[src/rtl/inta_sequencer.sv]
// Purpose : CPU-side 8259 PIC initiator: syncs INT, runs the two-pulse INTA_n
//           sequence, captures the vector and issues OCW2 EOI writes.
// Latency : INT rise -> INTA_n fall in 3 edges; vector valid on the edge ending pulse 2.
// Backpr. : vector held in HOLD until vector_ready; eoi_ready low whenever not IDLE.
// Ports   : clk/rst_n; INT, int_en, data_in (PIC side in); vector/vector_valid/
//           vector_ready (core vector handshake); eoi_valid/eoi_specific/eoi_level/
//           eoi_ready (core EOI handshake); INTA_n, WR_n, A0, data_out, data_oe
//           (PIC strobes and bus); busy (FSM not idle).
module inta_sequencer #(
  parameter int INTA_LOW = 2,
  parameter int INTA_GAP = 2,
  parameter int WR_LOW   = 2,
  parameter int RECOVER  = 1
) (
  input  logic       clk,
  input  logic       rst_n,
  input  logic       INT,
  input  logic       int_en,
  input  logic [7:0] data_in,
  output logic [7:0] vector,
  output logic       vector_valid,
  input  logic       vector_ready,
  input  logic       eoi_valid,
  input  logic       eoi_specific,
  input  logic [2:0] eoi_level,
  output logic       eoi_ready,
  output logic       INTA_n,
  output logic       WR_n,
  output logic       A0,
  output logic [7:0] data_out,
  output logic       data_oe,
  output logic       busy
);

  localparam int MAX_AB = (INTA_LOW > INTA_GAP) ? INTA_LOW : INTA_GAP;
  localparam int MAX_CD = (WR_LOW > RECOVER) ? WR_LOW : RECOVER;
  localparam int MAX_P  = (MAX_AB > MAX_CD) ? MAX_AB : MAX_CD;
  localparam int CW     = $clog2(MAX_P) + 1;

  typedef enum logic [2:0] {
    IDLE   = 3'd0,
    INTA1  = 3'd1,
    GAP    = 3'd2,
    INTA2  = 3'd3,
    HOLD   = 3'd4,
    EOI_WR = 3'd5,
    REC    = 3'd6
  } state_t;

  state_t          r_state, w_next;
  logic [CW-1:0]   r_cnt, w_cnt_load;
  logic            r_int_meta, r_int_s;
  logic            r_inta_n, w_inta_n;
  logic            r_wr_n, w_wr_n;
  logic            r_data_oe, w_data_oe;
  logic [7:0]      r_data_out, w_data_out;
  logic [7:0]      r_vector, w_vector;
  logic            r_vector_valid, w_vector_valid;
  logic            r_eoi_ready;
  logic            r_busy;
  logic            w_cnt_done;

  assign w_cnt_done = (r_cnt == '0);

  // Two-flop synchroniser for the asynchronous INT line.
  always_ff @(posedge clk or negedge rst_n) begin
    if (!rst_n) begin
      r_int_meta <= 1'b0;
      r_int_s    <= 1'b0;
    end else begin
      r_int_meta <= INT;
      r_int_s    <= r_int_meta;
    end
  end

  // Next state and next registered output values.
  always_comb begin
    w_next         = r_state;
    w_inta_n       = r_inta_n;
    w_wr_n         = r_wr_n;
    w_data_oe      = r_data_oe;
    w_data_out     = r_data_out;
    w_vector       = r_vector;
    w_vector_valid = r_vector_valid;
    w_cnt_load     = '0;
    case (r_state)
      IDLE: begin
        // EOI wins over a pending interrupt in the same cycle.
        if (eoi_valid && r_eoi_ready) begin
          w_next     = EOI_WR;
          w_wr_n     = 1'b0;
          w_data_oe  = 1'b1;
          w_data_out = eoi_specific ? {5'b01100, eoi_level} : 8'h20;
        end else if (r_int_s && int_en) begin
          w_next   = INTA1;
          w_inta_n = 1'b0;
        end
      end
      INTA1: if (w_cnt_done) begin
        w_next   = GAP;
        w_inta_n = 1'b1;
      end
      GAP: if (w_cnt_done) begin
        w_next   = INTA2;
        w_inta_n = 1'b0;
      end
      INTA2: if (w_cnt_done) begin
        w_next         = HOLD;
        w_inta_n       = 1'b1;
        w_vector       = data_in;
        w_vector_valid = 1'b1;
      end
      HOLD: if (vector_ready) begin
        w_next         = REC;
        w_vector_valid = 1'b0;
      end
      EOI_WR: if (w_cnt_done) begin
        w_next    = REC;
        w_wr_n    = 1'b1;
        w_data_oe = 1'b0;
      end
      REC: if (w_cnt_done) w_next = IDLE;
      default: begin
        w_next    = IDLE;
        w_inta_n  = 1'b1;
        w_wr_n    = 1'b1;
        w_data_oe = 1'b0;
      end
    endcase
    // Counter holds (cycles remaining - 1) for the state being entered.
    case (w_next)
      INTA1, INTA2: w_cnt_load = CW'(INTA_LOW - 1);
      GAP:          w_cnt_load = CW'(INTA_GAP - 1);
      EOI_WR:       w_cnt_load = CW'(WR_LOW - 1);
      REC:          w_cnt_load = CW'(RECOVER - 1);
      default:      w_cnt_load = '0;
    endcase
  end

  always_ff @(posedge clk or negedge rst_n) begin
    if (!rst_n) begin
      r_state        <= IDLE;
      r_cnt          <= '0;
      r_inta_n       <= 1'b1;
      r_wr_n         <= 1'b1;
      r_data_oe      <= 1'b0;
      r_data_out     <= 8'h00;
      r_vector       <= 8'h00;
      r_vector_valid <= 1'b0;
      r_eoi_ready    <= 1'b0;
      r_busy         <= 1'b0;
    end else begin
      r_state        <= w_next;
      r_inta_n       <= w_inta_n;
      r_wr_n         <= w_wr_n;
      r_data_oe      <= w_data_oe;
      r_data_out     <= w_data_out;
      r_vector       <= w_vector;
      r_vector_valid <= w_vector_valid;
      r_eoi_ready    <= (w_next == IDLE);
      r_busy         <= (w_next != IDLE);
      if (w_next != r_state) r_cnt <= w_cnt_load;
      else if (!w_cnt_done)  r_cnt <= r_cnt - CW'(1);
    end
  end

  assign INTA_n       = r_inta_n;
  assign WR_n         = r_wr_n;
  assign A0           = 1'b0;  // only OCW2 is ever written
  assign data_oe      = r_data_oe;
  assign data_out     = r_data_out;
  assign vector       = r_vector;
  assign vector_valid = r_vector_valid;
  assign eoi_ready    = r_eoi_ready;
  assign busy         = r_busy;

endmodule

[config.mk]
export PLATFORM = sky130hd
export DESIGN_NAME = inta_sequencer
export DESIGN_NICKNAME = d
export VERILOG_FILES = /design/src/rtl/inta_sequencer.sv
export SDC_FILE = /design/constraint.sdc
export NUM_CORES = 1
export LEC_CHECK = 0
export CORE_MARGIN = 4
export CORE_UTILIZATION = 45
export CTS_BUF_LIST = sky130_fd_sc_hd__clkbuf_2
export CTS_CLUSTER_SIZE = 16
export DETAILED_ROUTE_END_ITERATION = 8
export PLACE_DENSITY_LB_ADDON = 0.08
export SLEW_MARGIN = 0
export SYNTH_ARGS = -nofsm -noshare
export SYNTH_HDL_FRONTEND = slang
export SYNTH_SLANG_ARGS = --single-unit
[constraint.sdc]
create_clock -name clk -period 3.7 [get_ports clk]
set_input_delay 0.555 -clock clk [delete_from_list [all_inputs] [get_ports clk]]
set_output_delay 0.555 -clock clk [all_outputs]
set_load 0.01 [all_outputs]
Word level (Yosys, flattened, before mapping)

Index checks and enable logic that the tools add are counted.

Reduce and logical (&&, ||, !) cells: 16
Equal/unequal tests: 20
Add/subtract/negate cells: 1
Bitwise operators: 2
Mux-type cells: 24

Operator list:

| cell                 | number |
|---|---|
| $mux W3              | 8 |
| $pmux W3 S7          | 1 |
| $ne A2 B2 Y1 const B | 7 |
| $eq A3 B2 Y1 const B | 4 |
| $eq A3 B3 Y1 const B | 4 |
| $mux W1              | 8 |
| $mux W7              | 1 |
| $eq A3 B1 Y1 const B | 2 |
| $logic_not A3 Y1     | 2 |
| $pmux W1 S3          | 2 |
| $reduce_and A3 Y1    | 2 |
| $reduce_and A5 Y1    | 1 |
| $reduce_or A5 Y1     | 1 |
| $mux W2              | 2 |
| $ne A2 B1 Y1 const B | 2 |
| $pmux W1 S4          | 1 |
| $reduce_and A2 Y1    | 2 |
| $reduce_or A4 Y1     | 1 |
| $ne A3 B3 Y1         | 1 |
| $reduce_bool A3 Y1   | 1 |
| $reduce_or A3 Y1     | 1 |
| $logic_and A1 B1 Y1  | 2 |
| $logic_not A2 Y1     | 1 |
| $not A1 Y1           | 2 |
| other kinds (4)      | 4 |

Output and inout bits: 23
Flip-flop bits (word level): 29

Logic depth before layout (Yosys ltp)

Word-level depth: 8
Mapped depth: 7
Depth with buffers taken out: 6

Worst setup path after synthesis

Ideal clock, no wire load.

Path type: reg-to-reg
Start point: register r_cnt[0]
End point: register r_vector[0] (netlist: vector[0])
Data required time: 3.575 ns
Path buffers: 2
Path slack: 2.057 ns
Cell stages (with the launch flop): 8
Data arrival time: 1.518 ns
Clock period less this slack: 1.643 ns
Path through: dfrtp_1 inv_1 ha_1 buf_4 nand2_1 or3_1 buf_6 mux2_4

Longest elaborated chain between the ends: 2

Ends and longest elaborated chain:

| element                            | line | RTL |
|---|---|---|
| start: declaration                 | 51   | `logic [CW-1:0] r_cnt, w_cnt_load;` |
| start signal: assignment           | 162  | `if (w_next != r_state) r_cnt <= w_cnt_load;` |
| start signal: assignment           | 163  | `else if (!w_cnt_done) r_cnt <= r_cnt - CW'(1);` |
| $logic_not A2 Y1                   | 63   | `assign w_cnt_done = (r_cnt == '0);` |
| $reduce_and A2 Y1 (no source line) | --   |  |
| end signal: assignment             | 158  | `r_vector <= w_vector;` |
| end: declaration                   | 57   | `logic [7:0] r_vector, w_vector;` |

Every way passes these cells.
A chain may end at the register's enable or synchronous reset.

Worst setup path in the final report

Start point: register r_cnt[0]
End point: register r_vector[2] (netlist: vector[2])

The elaborated chain is that of the path after synthesis.

==> results.json <==
{
  "grt_max_degree": 27,
  "ios": 41,
  "cts_buffer_depth": 2,
  "antenna_found_initial": 0,
  "fin_nets": 171,
  "slew_violations": 0,
  "cts_resized": 0,
  "hp-class": "reg -> reg",
  "dr.pass1.iters": 4,
  "clock.fmax_mhz": 491,
  "status": "finished, final reports clean",
  "netlist-cell-type-count": 29,
  "drc": 0,
  "skew_ns": 0.00346,
  "wl_microns": 2390,
  "cp_slowest_cell": "or3_1",
  "max_stage_delay_ns": 0.58,
  "crit_start": "r_cnt[0]$_DFFE_PN0P_",
  "gr-total-overflow": 0,
  "final_common_cell": "clkdlybuf4s50_1",
  "ir_drop_uv": 470,
  "path_clk_slew_ns": 0.23,
  "path_buf_inv": 1,
  "finalPower_mw": 1.29,
  "reg2reg_from": "r_cnt[0]$_DFFE_PN0P_",
  "n_antenna_cell": 0,
  "vias_per_cell": 5.20,
  "critical-path-top-delay-family": "simple AND/OR/NAND/NOR gates",
  "cts_hold_buf": 0,
  "grtUsageTotal": 0.154,
  "fp.dieW_microns": 59.8,
  "syn_area_per_cell_sq_um": 10.5,
  "clkLatencyLatePin_ns": 0.34,
  "drive_gt1_frac": 0.119,
  "ff_latch_area_sq_um": 653,
  "rsz0062_at_grt": "false",
  "final_cell_mix": "36 x clkdlybuf4s50_1, 24 x dfrtp_1, 15 x nand2_1",
  "portBuffers": 36,
  "hold_start": "r_int_meta$_DFF_PN0_",
  "rows": 18,
  "cts_buffers": 3,
  "dr_total_vias": 941,
  "place_congestion": 0.789,
  "start_kind": "register",
  "setup_viol": 0,
  "drt_first_iter_violations": 26,
  "n_fill_cell": 221,
  "h-tree-depth": 1,
  "tns_ns": 0,
  "p_leak_nw": 0.735,
  "rr_worst_depth": 5,
  "syn_area_sq_um": 1210,
  "tightest_slew_ns": 0.545,
  "area_growth_pct": 33.5,
  "crit_path_end_kind": "register",
  "clock-sinks": 26,
  "core_area_sq_um": 2520,
  "ctsRootBufferMaster": "clkbuf_2",
  "crit_type": "reg -> reg",
  "drtAntennaViolNets": 0,
  "cap_violations": 0,
  "grt_pass1_vias": 911,
  "die-area_sq_um": 3580,
  "postSynthCellCount": 115,
  "required_ns": 3.96,
  "power.density_nw_per_um2": 802,
  "slew_headroom": 0.637,
  "seq_area_frac_synth": 0.541,
  "report.final.hold_viol_count": 0,
  "critPathMaxFanout": 10,
  "hold_depth": 0,
  "multiInputGateArea_sq_um": 482,
  "cts_tree": "yes",
  "die_height_microns": 59.8,
  "synth_warnings": 0,
  "finalCriticalPeriod_ns": 2.04,
  "crit_chain": "inv_1 > ha_1 > nand2_1 > or3_1 > mux2_4",
  "worst-path-stages": 5,
  "wl_per_cell_microns": 13.2,
  "hpwl_microns": 1820,
  "fin_crit_sh": 0.550,
  "ys_seq_elements": 26,
  "cts_setup_buffers": 0,
  "start_util": 0.479,
  "grt_pass1_wl_microns": 4130,
  "cp_data_arrival_time_ns": 2.30
}
-- area by class of cell --
class	count	area share
Clock inverter	1	0.0186
Clock buffer	3	0.00932
Timing Repair Buffer	37	0.228
Inverter	7	0.0163
Sequential cell	26	0.405
Tap cell	30	0.0233
Multi-Input combinational cell	77	0.299
-- power breakdown --
group          switching, mW  internal, mW  leakage [nW]
Combinational          0.263         0.349         0.403
Sequential            0.0984         0.409         0.305
Clock                 0.0801        0.0931        0.0266
Total                  0.442         0.850         0.735
-- per-layer routing --
layer  global-route usage  vias to the layer above  share of wire
met5                    0                        -              0
met4               0.0665                        0          0.013
met3               0.0346                        4          0.055
met2                0.247                       21           0.49
met1                0.199                      457           0.44
li1                     -                      459              -
-- Yosys cell counts, drive strengths merged --
| cell type | number | share of area |
|---|---|---|
| o21ai | 12 | 0.050 |
| o211ai | 2 | 0.012 |
| mux2 | 9 | 0.11 |
| o22ai | 1 | 0.0052 |
| a21oi | 6 | 0.025 |
| ha | 1 | 0.010 |
| o2bb2ai | 1 | 0.0073 |
| nand3 | 5 | 0.021 |
| nand2b | 2 | 0.010 |
| nand2 | 15 | 0.047 |
| a22oi | 2 | 0.012 |
| clkbuf | 1 | 0.0031 |
| nor2 | 8 | 0.025 |
| a21boi | 2 | 0.012 |
| conb | 1 | 0.0031 |
| or3 | 1 | 0.0052 |
| nor2b | 1 | 0.0052 |
| a311oi | 1 | 0.0073 |
| buf | 7 | 0.045 |
| inv | 7 | 0.022 |
| nor3 | 1 | 0.0041 |
| and2 | 1 | 0.0062 |
| dfstp | 2 | 0.044 |
| dfrtp | 24 | 0.50 |
| a21o | 2 | 0.012 |
-- cell families after synthesis --
logic type	count (synthesis)	synth area share
DFF	26	0.541
AOI/OAI and AO/OA	29	0.144
buffers and inverters	15	0.0694
other	1	0.00311
adders and majority gates	1	0.0104
muxes	9	0.109
and+or+nand+nor	34	0.123
-- through the flow --
stage	instances	utilization	hold WS, ns	worst slack [ns]	instance area, sq um
2_1_floorplan	118	-	0.259	2.06	1220
3_3_place_gp	177	0.621	0.335	1.78	1570
3_5_place_dp	177	0.621	0.342	1.67	1570
4_1_cts	181	0.639	0.397	1.63	1610
5_1_grt	181	0.639	0.419	1.55	1610
6_report	181	0.639	0.386	1.66	1610
-- sequential cells by signal, summed over array words and instances (netlist names), 2 cells and up --
name and flops:
vector 8, data_out 5, r_state 3, r_cnt 2
-- worst paths after layout --
kind	to	slack, ns
max	vector[2]$_DFFE_PN0P_	1.66
min	r_int_s$_DFF_PN0_	0.39
max reg2reg	vector[2]$_DFFE_PN0P_	1.66
min reg2reg	r_int_s$_DFF_PN0_	0.39
max in group asynchronous	INTA_n$_DFFE_PN1P_	2.88
min in group asynchronous	vector_valid$_DFFE_PN0P_	0.53
(Power assumes the default switching activity.)
